## config.mk

```make
export PLATFORM = sky130hd
export DESIGN_NAME = instr_fetch_ctrl
export DESIGN_NICKNAME = d
export VERILOG_FILES = /design/src/rtl/fetch_pkg.sv /design/src/rtl/instr_fetch_ctrl.sv
export SDC_FILE = /design/constraint.sdc
export NUM_CORES = 1
export LEC_CHECK = 0
export ABC_AREA = 1
export CELL_PAD_IN_SITES_DETAIL_PLACEMENT = 1
export CELL_PAD_IN_SITES_GLOBAL_PLACEMENT = 2
export CORE_MARGIN = 2
export CORE_UTILIZATION = 25
export DETAILED_ROUTE_END_ITERATION = 16
export GPL_ROUTABILITY_DRIVEN = 0
export PLACE_DENSITY = 0.95
export SLEW_MARGIN = 10
export SYNTH_ARGS = -nofsm -noshare
export SYNTH_HDL_FRONTEND = slang
export SYNTH_SLANG_ARGS = --single-unit
```

## constraint.sdc

```tcl
create_clock -name clk -period 3.25 [get_ports clk]
set_input_delay 0.65 -clock clk [delete_from_list [all_inputs] [get_ports clk]]
set_output_delay 0.65 -clock clk [all_outputs]
set_load 0.02 [all_outputs]
```

## src/rtl/fetch_pkg.sv

```systemverilog
// Shared types and constants for the instruction fetch controller.
// Used by instr_fetch_ctrl (FETCH_TIMEOUT_EN selects the response watchdog).
package fetch_pkg;

  typedef enum logic [1:0] {
    IDLE = 2'd0,
    REQ  = 2'd1,
    WAIT = 2'd2,
    HOLD = 2'd3
  } fetch_state_e;

  localparam logic [31:0] PC_STEP = 32'd4;

endpackage

```

## src/rtl/instr_fetch_ctrl.sv

```systemverilog
// Single-outstanding instruction fetch FSM with redirect and hold handshake.
// Define FETCH_TIMEOUT_EN to add the WAIT watchdog that raises fetch_err.
module instr_fetch_ctrl
  import fetch_pkg::*;
#(
  parameter int          DataWidth = 32,
  parameter int          Address   = 8,
  parameter logic [31:0] RESET_PC  = 32'h0,
  parameter int          TIMEOUT   = 15
) (
  input  logic                 clk,
  input  logic                 rst,
  output logic                 mem_request,
  output logic                 mem_we_re,
  output logic [3:0]           mem_mask,
  output logic [Address-1:0]   mem_address,
  output logic [DataWidth-1:0] mem_data_in,
  input  logic                 mem_valid,
  input  logic [DataWidth-1:0] mem_data_out,
  input  logic                 redirect_valid,
  input  logic [31:0]          redirect_pc,
  output logic                 inst_valid,
  input  logic                 inst_ready,
  output logic [DataWidth-1:0] inst_data,
  output logic [31:0]          inst_pc,
  output logic                 fetch_err
);

  fetch_state_e         r_state;
  fetch_state_e         w_state;
  logic [31:0]          r_pc;
  logic [31:0]          w_pc;
  logic                 r_drop;
  logic                 w_drop;
  logic                 r_inst_valid;
  logic                 w_inst_valid;
  logic [DataWidth-1:0] r_inst_data;
  logic [DataWidth-1:0] w_inst_data;
  logic [31:0]          r_inst_pc;
  logic [31:0]          w_inst_pc;
  logic [31:0]          w_redir_pc;

`ifdef FETCH_TIMEOUT_EN
  localparam int CntW = $clog2(TIMEOUT + 1);

  logic [CntW-1:0] r_cnt;
  logic [CntW-1:0] w_cnt;
  logic            r_err;
  logic            w_err;
  logic            w_expired;

  assign w_expired = (r_cnt >= CntW'(TIMEOUT - 1));
`endif

  assign w_redir_pc  = redirect_pc & ~32'h3;

  assign mem_request = (r_state == REQ);
  assign mem_we_re   = 1'b0;
  assign mem_mask    = 4'hF;
  assign mem_address = r_pc[Address+1:2];
  assign mem_data_in = '0;
  assign inst_valid  = r_inst_valid;
  assign inst_data   = r_inst_data;
  assign inst_pc     = r_inst_pc;

  always_comb begin
    w_state      = r_state;
    w_pc         = r_pc;
    w_drop       = r_drop;
    w_inst_valid = r_inst_valid;
    w_inst_data  = r_inst_data;
    w_inst_pc    = r_inst_pc;
`ifdef FETCH_TIMEOUT_EN
    w_err        = 1'b0;
`endif
    unique case (r_state)
      IDLE: begin
        w_state = REQ;
        if (redirect_valid) w_pc = w_redir_pc;
      end
      REQ: begin
        w_state = WAIT;
        if (redirect_valid) begin
          w_pc   = w_redir_pc;
          w_drop = 1'b1;
        end
      end
      WAIT: begin
        if (redirect_valid) begin
          w_pc = w_redir_pc;
          if (mem_valid) begin
            w_state = REQ;
            w_drop  = 1'b0;
          end else begin
            w_drop  = 1'b1;
          end
        end else if (mem_valid) begin
          w_state = REQ;
          w_drop  = 1'b0;
          if (!r_drop) begin
            w_state      = HOLD;
            w_inst_valid = 1'b1;
            w_inst_data  = mem_data_out;
            w_inst_pc    = r_pc;
          end
`ifdef FETCH_TIMEOUT_EN
        end else if (w_expired) begin
          // Abandon the lost response and retry the same pc.
          w_state = REQ;
          w_drop  = 1'b0;
          w_err   = 1'b1;
`endif
        end
      end
      HOLD: begin
        if (redirect_valid) begin
          w_state      = REQ;
          w_pc         = w_redir_pc;
          w_inst_valid = 1'b0;
        end else if (inst_ready) begin
          w_state      = REQ;
          w_pc         = r_pc + PC_STEP;
          w_inst_valid = 1'b0;
        end
      end
      default: w_state = IDLE;
    endcase
  end

  always_ff @(posedge clk) begin
    if (rst) begin
      r_state      <= IDLE;
      r_pc         <= RESET_PC;
      r_drop       <= 1'b0;
      r_inst_valid <= 1'b0;
      r_inst_data  <= '0;
      r_inst_pc    <= '0;
    end else begin
      r_state      <= w_state;
      r_pc         <= w_pc;
      r_drop       <= w_drop;
      r_inst_valid <= w_inst_valid;
      r_inst_data  <= w_inst_data;
      r_inst_pc    <= w_inst_pc;
    end
  end

`ifdef FETCH_TIMEOUT_EN
  // Saturate so a held redirect cannot wrap the count.
  always_comb begin
    w_cnt = '0;
    if (r_state == WAIT && w_state == WAIT) begin
      w_cnt = (r_cnt == CntW'(TIMEOUT)) ? r_cnt : r_cnt + 1'b1;
    end
  end

  always_ff @(posedge clk) begin
    if (rst) begin
      r_cnt <= '0;
      r_err <= 1'b0;
    end else begin
      r_cnt <= w_cnt;
      r_err <= w_err;
    end
  end

  assign fetch_err = r_err;
`else
  assign fetch_err = 1'b0;
`endif

endmodule

```

# Word level (Yosys, flattened, before mapping)
# Cells that the tools add are included.
dict set report op_classes {
  shifts 0
  n_div 0
  magnitude_cmp 0
  n_reduce_logical 9
  add_sub_neg 1
  n_bitwise 2
  eq_ne 10
  muxes 22
  n_mul 0
}
# operator n
set op_table {}
lappend op_table {{$mux 32} 3}
lappend op_table {{$pmux 32 s2} 1}
lappend op_table {{$add 32x3->32 const B} 1}
lappend op_table {{$mux 2} 6}
lappend op_table {{$mux 1} 9}
lappend op_table {{$pmux 2 s4} 1}
lappend op_table {{$ne 2x2->1 const B} 3}
lappend op_table {{$ne 3x3->1 const B} 2}
lappend op_table {{$reduce_and 5->1} 1}
lappend op_table {{$eq 2x2->1 const B} 2}
lappend op_table {{$ne 2x1->1 const B} 2}
lappend op_table {{$pmux 1 s2} 2}
lappend op_table {{$reduce_and 2->1} 2}
lappend op_table {{$reduce_and 4->1} 1}
lappend op_table {{$reduce_bool 2->1} 2}
lappend op_table {{$reduce_and 3->1} 1}
lappend op_table {{$reduce_or 3->1} 1}
lappend op_table {{$eq 2x1->1 const B} 1}
lappend op_table {{$logic_not 2->1} 1}
lappend op_table {{$not 1->1} 2}
dict set report totals {
  romBits 0
  inputBits 69
  latch_bits 0
  elab_cells 50
  mem_bits_rw 0
  ff_bits 100
  memories 0
}

# Longest topological paths before layout
# Gate-level depths: netlist (run 1).
dict set report logic_depth {
  depth_word 4
  mapped_depth 10
  mapped_depth_nobuf 10
}

# Least setup slack after synthesis (run 1)
# No wires, ideal clock.
dict set report synth_timing {
  path_kind {in2reg}
  start {input port redirect_valid}
  end {register r_pc[6]}
  path_stages 7
  required_ns 3.115
  setup_ns 0.135
  path_slack_ns 1.728
  t_arrival_ns 1.387
  path_cell_list {inv_2 -> nand2_4 -> o22ai_4 -> inv_6 -> buf_6 -> a21oi_1 -> a211oi_2}
}
dict set report synth_between {
  elab_chain_cells 2
  word_cells_on_any_way 5
  classes_between {eq/ne (2); mux (2); reduce/logical (1)}
}
# item line_no
set synth_lines {}
lappend synth_lines {{start, declared} instr_fetch_ctrl.sv:20} ;# input logic redirect_valid,
lappend synth_lines {{$mux 32, or another cell as far along} instr_fetch_ctrl.sv:116} ;# if (redirect_valid) begin
lappend synth_lines {{$pmux 32 s2 or $reduce_and 2->1 (tied branches)} -}
lappend synth_lines {{end signal, assigned} instr_fetch_ctrl.sv:140} ;# r_pc <= w_pc;
lappend synth_lines {{end, declared} instr_fetch_ctrl.sv:31} ;# logic [31:0] r_pc;
# Several ways; a longest one is shown, not always the timed one.
# A chain may end at the register's enable or synchronous reset.

# Worst setup path in the final report (run 1)
dict set report layout_timing {
  start {register r_state[0]}
  end {output port mem_request}
}
dict set report layout_between {
  elab_chain_cells 1
}
# item line_no
set layout_lines {}
lappend layout_lines {{start, declared} instr_fetch_ctrl.sv:29} ;# fetch_state_e r_state;
lappend layout_lines {{start signal, assigned} instr_fetch_ctrl.sv:139} ;# r_state <= w_state;
lappend layout_lines {{$eq 2x1->1} instr_fetch_ctrl.sv:57} ;# assign mem_request = (r_state == REQ);
lappend layout_lines {{end, declared} instr_fetch_ctrl.sv:13} ;# output logic mem_request,
# Every way passes these cells.

==> out/metrics.yaml, run 1 <==
worst_setup_path:
  r2r_cells: 9
  crit_fanout: 5
  r2r_end: "r_pc[21]"
  r2r_slack_ns: 1.25
  path_class: "register to output pin"
  timing.rr.start: "r_state[1]"
  cp.required_ns: 2.60
  start_kind: "register"
  critical_path_arrival_ns: 1.63
  startpoint: "r_state[0]"
  endpoint: "mem_request"
  end_kind: "output pin"
sta:
  fmax_mhz: 439
  fin_setup_tns_ns: 0
  fin_crit_sh_pct: 70.1
  rsz0062_at_grt: "no"
  setup_viol: 0
  final_hold_viol_count: 0
  fin_skew_ns: 0.0131
  final_max_slew_viol_count: 0
  min_period_ns: 2.28
status:
  outcome: "completed"
synth:
  yosysTopAreaCell: "dfxtp_1"
  yosys_register_bits: 96
  async_flop_share_pct: 0
  synthFlopType: "dfxtp_1"
  synthCells: 742
  yosysMostFrequentCell: "nand2_1"
  synth.cell_area_um2: 5080
  synth_edf_count: 0
  ys_types: 34
  synth_top_cells_by_area: "dfxtp_1 (38%), nand2_1 (11%), nor2_1 (11%)"
  ys_seq_area_share_pct: 37.8
  yosys-top-cells-count: "nand2_1 (153), nor2_1 (151), dfxtp_1 (96)"
  ys_warn_count: 0
  synth_top_area_share_pct: 37.8
  synth_area_per_cell_um2: 6.85
pwr:
  vdd_drop_max_mv: 0.284
  sequentialPowerShare_pct: 45.1
  power_density_nw_per_um2: 418
  power.share.combinational_pct: 14.6
  clock_power_share_pct: 40.3
  p_leak_uw: 0.00254
  p_sw_uw: 797
  p_int_uw: 2030
  swShare_pct: 28.2
cts:
  holdBufCountCts: 0
  cts_root_buf: "clkbuf_16"
  cts_resized: 0
  cts_made_buffers: 9
  cts_setup_buffers: 0
  cts_sinks: 96
  clk_latency_ns: 0.35
  cts_tree: "yes"
  cts.path.max_buffers: 2
  htreeDepth: 3
  clk_pin_slew_worst_paths_ns: 0.06
global_route:
  grt_pass1_wl_um: 26200
  groute.usage.overall_pct: 15.3
  grt_max_degree: 85
  grt_pass1_vias: 4841
  antenna_found_initial: 0
  gr-total-overflow: 0
floorplanning:
  die-area_um2: 21500
  die_h_um: 147
  pin_count: 181
  die_w_um: 147
  core_um2: 20100
  row_count: 52
  start_util_pct: 25.3
cells_and_area:
  drive_above_1_share_pct: 7.55
  nets: 930
  fill_cells: 2515
  seqCellArea_um2: 1920
  design_area_um2: 6760
  finalNonFillerCells: 1131
  syn_to_final_growth_pct: 33.0
  multi_input_area_um2: 2570
  diodes: 0
route:
  viasPerCell: 4.40
  drtIter0Drc: 167
  drtAntennaViolNets: 0
  route.detailed.drc: 0
  routedWlPerCell_um: 14.5
  wl_um: 16400
  dr_total_vias: 4982
  firstDrtPassIters: 4
min_path:
  hold_path_class: "register to register"
flow_run:
  drv_cap: 0
placed_design:
  placed_area_um2: 6450
  portBuffers: 138
  placed_cells: 1115
  hpwl_um: 12300
==> through the flow <==
step,setup WS [ns],utilization (%),total power (uW),hold WS [ns]
after floorplan,1.73,-,1570,0.435
after global placement,0.680,32.1,1710,0.449
after detailed placement,0.655,32.1,1720,0.456
after CTS,0.952,33.6,2860,0.467
after global routing,0.851,33.6,2960,0.475
final,0.971,33.6,2830,0.466
==> registers in the layout, indices dropped and copies added, names as in the netlist <==
register / count
r_drop: 1
inst_valid: 1
r_state: 2
inst_pc: 30
r_pc: 30
inst_data: 32
==> cells by family after synthesis <==
logic type	share of synthesized area, %
adder cells (fa/ha/maj)	1.23
AO/OA/AOI/OAI	16.6
XOR/XNOR	0.172
buffers and inverters	14.5
AND/OR/NAND/NOR	29.5
other	0.148
flip-flops	37.8
==> cell usage in the layout (no fill, tap or decap), drive strengths merged, types with 5 or more instances in the layout <==
cell type      instances
clkbuf                10
a21oi                 56
inv                   44
nand4                  6
ha                     5
buf                    9
clkdlybuf4s50        138
conb                  40
nand2                157
dfxtp                 96
nor2                 163
nand3                 32
o21ai                 85
==> worst max-delay path, stage by stage (launching register included) <==
cell,delay [ns]
dfxtp_1,0.41
ha_1,0.25
clkdlybuf4s50_1,0.63
==> layout make-up <==
type                            instances  share of cell area [%]
Sequential cell                        96                    28.4
Clock buffer                           10                    3.53
Clock inverter                          6                    1.11
Timing Repair Buffer                  147                    21.6
Multi-Input combinational cell        560                    37.9
Inverter                               42                    2.40
Tap cell                              270                    4.99
==> metal layers <==
layer | share of wire, % | wire length [um] | track usage (%)
met5 | 0 | 0 | 0
met4 | 1.8 | 301 | 5.24
met3 | 5.0 | 816 | 3.47
met2 | 46 | 7530 | 25.1
met1 | 47 | 7740 | 19.7
==> power groups by stage <==
stage	combinational [uW]	sequential [uW]	clock (uW)
CTS	416	1280	1170
floorplan	270	1300	0
finish	413	1280	1140
detailed placement	414	1300	0
global placement	408	1300	0
global route	452	1280	1220
==> worst min path at each step <==
| stage | startpoint | endpoint | slack (ns) | cells past startpoint |
|---|---|---|---|---|
| 2_1_floorplan | r_drop | r_drop | 0.44 | 2 |
| 3_3_place_gp | inst_valid | inst_valid | 0.45 | 2 |
| 3_5_place_dp | inst_valid | inst_valid | 0.46 | 2 |
| 4_1_cts | inst_valid | inst_valid | 0.47 | 2 |
| 5_1_grt | inst_valid | inst_valid | 0.47 | 2 |
| 6_report | r_drop | r_drop | 0.47 | 2 |
Note: power is estimated with default switching activity, not from simulation.
==> inputs of run 2 (changes only) <==
--- a/config.mk
+++ b/config.mk
@@ -9,10 +9,10 @@
 export CELL_PAD_IN_SITES_DETAIL_PLACEMENT = 1
 export CELL_PAD_IN_SITES_GLOBAL_PLACEMENT = 2
 export CORE_MARGIN = 2
-export CORE_UTILIZATION = 25
+export CORE_UTILIZATION = 21
 export DETAILED_ROUTE_END_ITERATION = 16
 export GPL_ROUTABILITY_DRIVEN = 0
-export PLACE_DENSITY = 0.95
+export PLACE_DENSITY = 0.88
 export SLEW_MARGIN = 10
 export SYNTH_ARGS = -nofsm -noshare
 export SYNTH_HDL_FRONTEND = slang
==> constraint.sdc (replaced) <==
create_clock -name clk -period 1.83 [get_ports clk]
set_input_delay 0.366 -clock clk [delete_from_list [all_inputs] [get_ports clk]]
set_output_delay 0.366 -clock clk [all_outputs]
set_load 0.02 [all_outputs]
==> run 2 against run 1 <==
Compared with the run above: design area increased by 4.2%; register-to-register slack lost 1.1 ns; non-clock buffer count up 20; flip-flop and latch count is the same; via count up 0.70%; global-route usage down 1.8 points; sequential share of layout area shrank 1.1 points; largest cell class unchanged; wire length grew 4.1%.
==> out/metrics.yaml, run 2 (same netlist as run 1, synthesis figures left out) <==
floorplanning:
  core_um2: 23600  # +17%
  row_count: 56  # +7.7%
  pin_count: 181  # unchanged
  die-area_um2: 25500  # +19%
  die_h_um: 160  # +8.9%
  start_util_pct: 21.5  # -3.8 points
  die_w_um: 160  # +8.9%
cts:
  cts_made_buffers: 9  # unchanged
  cts_tree: "yes"
  cts_root_buf: "clkbuf_16"
  cts_setup_buffers: 0  # unchanged
  holdBufCountCts: 0  # unchanged
  clk_latency_ns: 0.36  # about the same
  clk_pin_slew_worst_paths_ns: 0.08  # +0.02 ns
  htreeDepth: 3  # unchanged
  cts_sinks: 96  # unchanged
  cts.path.max_buffers: 2  # unchanged
global_route:
  grt_pass1_vias: 5177  # +6.9%
  gr-total-overflow: 0  # unchanged
  groute.usage.overall_pct: 13.5  # -1.8 points
  antenna_found_initial: 0  # unchanged
  grt_pass1_wl_um: 27600  # +5.6%
  grt_max_degree: 39  # -54%
pwr:
  clock_power_share_pct: 39.9  # -0.4 points
  swShare_pct: 28.7  # +0.48 points
  power_uw: 5050  # +79%
  power.share.combinational_pct: 15.3  # +0.7 points
  vdd_drop_max_mv: 0.356  # +25%
  p_leak_uw: 0.00269  # +5.7%
  sequentialPowerShare_pct: 44.8  # -0.3 points
  p_sw_uw: 1450  # +82%
  power_density_nw_per_um2: 716  # +71%
  p_int_uw: 3600  # +77%
worst_setup_path:
  end_kind: "output pin"
  startpoint: "r_pc[7]"
  critical_path.top_delay_family: "buffers and inverters"
  crit_path_top_delay_cell: "clkdlybuf4s50_1"
  critical_path_depth: 1  # -1
  max_stage_delay_ns: 0.64  # about the same
  crit_chain: "clkdlybuf4s50_1"
  cp.required_ns: 1.46  # -1.14 ns
  timing.rr.start: "r_pc[2]"
  path_buf_inv: 1  # unchanged
  start_kind: "register"
  endpoint: "mem_address[5]"
  r2r_end: "r_pc[16]"
  critical_path_arrival_ns: 1.43  # -0.20 ns
  path_class: "register to output pin"
  r2r_cells: 10  # +1
  crit_fanout: 6  # +1
  r2r_slack_ns: 0.17  # -1.08 ns
route:
  firstDrtPassIters: 4  # unchanged
  viasPerCell: 4.18  # -5.1%
  dr_total_vias: 5017  # +0.70%
  route.detailed.drc: 0  # unchanged
  wl_um: 17100  # +4.1%
  drtIter0Drc: 223  # +34%
  routedWlPerCell_um: 14.2  # -1.8%
  drtAntennaViolNets: 0  # unchanged
cells_and_area:
  diodes: 0  # unchanged
  finalNonFillerCells: 1200  # +6.1%
  drive_above_1_share_pct: 10.6  # +3.0 points
  final_common_cell: "nand2_1"
  syn_to_final_growth_pct: 38.6
  largest_reg_flops: 32  # unchanged
  nets: 950  # +2.2%
  fin_util_pct: 29.8  # -3.8 points
  layout_common_cells: "nand2_1 (153), nor2_1 (148), clkdlybuf4s50_1 (130)"
sta:
  fmax_mhz: 558
  setup_viol: 0  # unchanged
  final_hold_viol_count: 0  # unchanged
  fin_skew_ns: 0.00973  # -0.00342 ns
  min_period_ns: 1.79
  fin_crit_sh_pct: 98.0
  final_max_slew_viol_count: 0  # unchanged
  fin_hold_ws_ns: 0.469  # +0.00282 ns
placed_design:
  hpwl_um: 13300  # +8.5%
  placed_cells: 1184  # +6.2%
  portBuffers: 138  # unchanged
flow_run:
  drv_cap: 0  # unchanged
min_path:
  hold_path_class: "register to register"
status:
  outcome: "completed"
[run 2: cell types whose count changed in the layout (fill, tap and decap cells not counted), moves of 2 or more]
cell and delta:
buf_6 +2, dfxtp_1 -4, buf_4 +13, dfxtp_2 +4
dlygate4sd2_1 +8, clkdlybuf4s50_1 -8, nor2_2 +3, nor2_1 -3
buf_12 +5
[run 2: how the worst min path moves through the flow]
stage | cells past startpoint | slack, ns | from | to
floorplan | 2 | 0.44 | r_drop | r_drop
global placement | 2 | 0.45 | r_drop | r_drop
detailed placement | 2 | 0.46 | inst_valid | inst_valid
CTS | 2 | 0.47 | inst_valid | inst_valid
global route | 2 | 0.50 | inst_valid | inst_valid
finish | 2 | 0.47 | inst_valid | inst_valid
[run 2: what timing repair did]
item,4_1_cts,5_1_grt
endpoints found under the setup margin,9,42
gates cloned,0,0
resized for setup,9,9
[run 2: metrics by stage]
step | setup slack [ns] | area [um2] | TNS [ns]
5_1_grt | -0.00507 | 7050 | -0.00507
2_1_floorplan | 0.349 | 5230 | 0
3_3_place_gp | -0.183 | 6720 | -10.90
3_5_place_dp | -0.244 | 6720 | -12.20
6_report | 0.0371 | 7050 | 0
4_1_cts | 0.0103 | 7030 | 0
[run 2: cell type report]
cell class                 count  area (um2)
fill                        2926       16600
sequential                    96        1930
clock inverter                 7        85.1
timing repair buffer         167        1670
tap                          319         399
clock buffer                   9         225
inverter                      42         163
multi-input combinational    560        2580
[run 2: per-layer routing]
layer  up-vias  share of wire, %  global-route usage [%]
met4         0               1.5                    3.55
met2       122                46                    22.8
met3        14               5.2                    3.31
li1       2564                 -                       -
met5         -                 0                       0
met1      2317                47                    17.1
[run 2: power groups by stage]
| stage | clock network (uW) | registers [uW] | logic [uW] |
|---|---|---|---|
| 3_5_place_dp | 0 | 2310 | 788 |
| 6_report | 2010 | 2260 | 774 |
| 5_1_grt | 2150 | 2280 | 851 |
| 4_1_cts | 2080 | 2260 | 781 |
| 3_3_place_gp | 0 | 2310 | 781 |
| 2_1_floorplan | 0 | 2320 | 479 |
==> inputs of run 3 (changes only) <==
--- a/config.mk
+++ b/config.mk
@@ -9,10 +9,10 @@
 export CELL_PAD_IN_SITES_DETAIL_PLACEMENT = 1
 export CELL_PAD_IN_SITES_GLOBAL_PLACEMENT = 2
 export CORE_MARGIN = 2
-export CORE_UTILIZATION = 21
+export CORE_UTILIZATION = 25
 export DETAILED_ROUTE_END_ITERATION = 16
 export GPL_ROUTABILITY_DRIVEN = 0
-export PLACE_DENSITY = 0.88
+export PLACE_DENSITY = 0.95
 export SLEW_MARGIN = 10
 export SYNTH_ARGS = -nofsm -noshare
 export SYNTH_HDL_FRONTEND = slang
==> constraint.sdc (replaced) <==
create_clock -name clk -period 2.1 [get_ports clk]
set_input_delay 0.42 -clock clk [delete_from_list [all_inputs] [get_ports clk]]
set_output_delay 0.42 -clock clk [all_outputs]
set_load 0.02 [all_outputs]
==> run 3 against run 2 <==
Compared with the run above: total power decreased by 12%; non-clock buffer count decreased by 13; global-route usage increased by 2.0 points; final cell count decreased by 5.3%; sequential power decreased by 13%; via count increased by 0.46%; design area decreased by 2.3%; critical endpoint unchanged.
==> out/metrics.yaml, run 3 (same netlist as run 1, synthesis figures left out) <==
floorplanning:
  die_h_um: 147  # -8.1%
  start_util_pct: 25.3  # +3.8 points
  die_w_um: 147  # -8.1%
  pin_count: 181  # unchanged
  core_um2: 20100  # -15%
  row_count: 52  # -7.1%
  die-area_um2: 21500  # -16%
route:
  viasPerCell: 4.43  # +6.0%
  drtAntennaViolNets: 0  # unchanged
  route.detailed.drc: 0  # unchanged
  firstDrtPassIters: 4  # unchanged
  drtIter0Drc: 196  # -12%
  wl_um: 16500  # -3.5%
  dr_total_vias: 5040  # +0.46%
  routedWlPerCell_um: 14.5  # +1.8%
pwr:
  power_density_nw_per_um2: 645  # -10%
  vdd_drop_max_mv: 0.318  # -11%
  p_leak_uw: 0.00261  # -2.8%
global_route:
  grt_pass1_vias: 5048  # -2.5%
  grt_max_degree: 61  # +56%
  antenna_found_initial: 0  # unchanged
  gr-total-overflow: 0  # unchanged
  groute.usage.overall_pct: 15.5  # +2.0 points
  grt_pass1_wl_um: 26800  # -2.9%
cells_and_area:
  layout_common_cells: "nand2_1 (153), nor2_1 (151), clkdlybuf4s50_1 (137)"
  fill_cells: 2507  # -14%
  diodes: 0  # unchanged
  largest_reg_flops: 32  # unchanged
  final_common_cell: "nand2_1"
  nets: 937  # -1.4%
  finalNonFillerCells: 1137  # -5.3%
  syn_to_final_growth_pct: 35.4
  drive_above_1_share_pct: 8.19  # -2.4 points
worst_setup_path:
  start_kind: "register"
  r2r_end: "r_pc[21]"
  r2r_slack_ns: 0.30  # +0.13 ns
  critical_path_depth: 1  # unchanged
  r2r_cells: 9  # -1
  path_class: "register to output pin"
  cp.required_ns: 1.68  # +0.22 ns
  critical_path.top_delay_family: "buffers and inverters"
  end_kind: "output pin"
  path_buf_inv: 1  # unchanged
  critical_path_arrival_ns: 1.54  # +0.11 ns
  crit_chain: "clkdlybuf4s50_1"
  crit_fanout: 6  # unchanged
  crit_path_top_delay_cell: "clkdlybuf4s50_1"
  startpoint: "r_pc[7]"
  endpoint: "mem_address[5]"
  timing.rr.start: "r_state[1]"
  max_stage_delay_ns: 0.70  # +0.06 ns
cts:
  cts_setup_buffers: 0  # unchanged
  cts_tree: "yes"
  clk_pin_slew_worst_paths_ns: 0.06  # -0.02 ns
  htreeDepth: 3  # unchanged
  cts_made_buffers: 9  # unchanged
  clk_latency_ns: 0.35  # about the same
  cts_root_buf: "clkbuf_16"
  cts.path.max_buffers: 2  # unchanged
  cts_sinks: 96  # unchanged
status:
  outcome: "completed"
min_path:
  hold_path_class: "register to register"
placed_design:
  portBuffers: 138  # unchanged
  placed_cells: 1122  # -5.2%
  pre_cts_ws_ns: -0.0740  # +0.170 ns
  hpwl_um: 12400  # -6.5%
sta:
  rsz0062_at_grt: "no"
  fin_crit_sh_pct: 93.4
  final.setup.worst_slack_ns: 0.139  # +0.102 ns
  final_max_slew_viol_count: 0  # unchanged
  fmax_mhz: 510
  fin_skew_ns: 0.0110  # +0.00126 ns
  setup_viol: 0  # unchanged
  final_hold_viol_count: 0  # unchanged
  min_period_ns: 1.96
flow_run:
  drv_cap: 0  # unchanged
-- run 3: changes by cell type in the layout (fill, tap and decap cells not counted), sizes merged --
cell / delta
dlymetal6s2s: +1
dlygate4sd2: -8
inv: -1
clkinvlp: -1
buf: -13
bufinv: +1
clkdlybuf4s50: +7
-- run 3: report_power, final --
group / leakage (uW) / total (uW) / internal (uW) / switching (uW)
clock: 0.000152 / 1800 / 1040 / 760
combinational: 0.00168 / 664 / 294 / 370
sequential: 0.000781 / 1970 / 1890 / 78.5
-- run 3: cell type report --
cell class / count / area (um2) / share of cell area, %
multi-input cells: 560 / 2570 / 37.3
clock buffers: 9 / 225 / 3.27
clock inverters: 6 / 90.1 / 1.31
well taps: 270 / 338 / 4.91
repair buffers: 154 / 1580 / 22.9
inverters: 42 / 163 / 2.36
flip-flops and latches: 96 / 1920 / 27.9
-- run 3: worst min-delay path, delay by kind of cell (launching register included) --
family / cells / cell delay, ns
flip-flops: 1 / 0.32
buffers and inverters: 1 / 0.05
AO/OA/AOI/OAI: 1 / 0.05
-- run 3: timing repair --
action | 4_1_cts | 5_1_grt
hold buffers | 0 | 0
endpoints found under the setup margin | 0 | 1
gates resized for setup | 0 | 1
-- run 3: how the worst min path moves through the flow --
stage / from / to / slack [ns] / cells after the start
floorplan: r_drop / r_drop / 0.44 / 2
global placement: r_drop / r_drop / 0.45 / 2
detailed placement: r_drop / r_drop / 0.45 / 2
CTS: r_drop / r_drop / 0.46 / 2
global route: r_drop / r_drop / 0.48 / 2
finish: r_drop / r_drop / 0.46 / 2
-- run 3: metal layers --
metal	routed length, um	GRT usage, %	part of all wire (%)
met5	0	0	0
met4	189	3.93	1.1
met3	824	3.50	5.0
met2	7750	26.2	47
met1	7700	20.0	47
-- run 3: per-stage QoR --
stage	utilization [%]	TNS, ns	instance area, um2	total power, uW	hold slack, ns
finish	34.2	0	6880	4440	0.457
CTS	34.2	0	6880	4500	0.459
global route	34.2	0	6880	4630	0.480
global placement	32.7	-0.00424	6570	2670	0.448
detailed placement	32.7	-0.150	6570	2680	0.448
floorplan	-	0	5230	2440	0.435
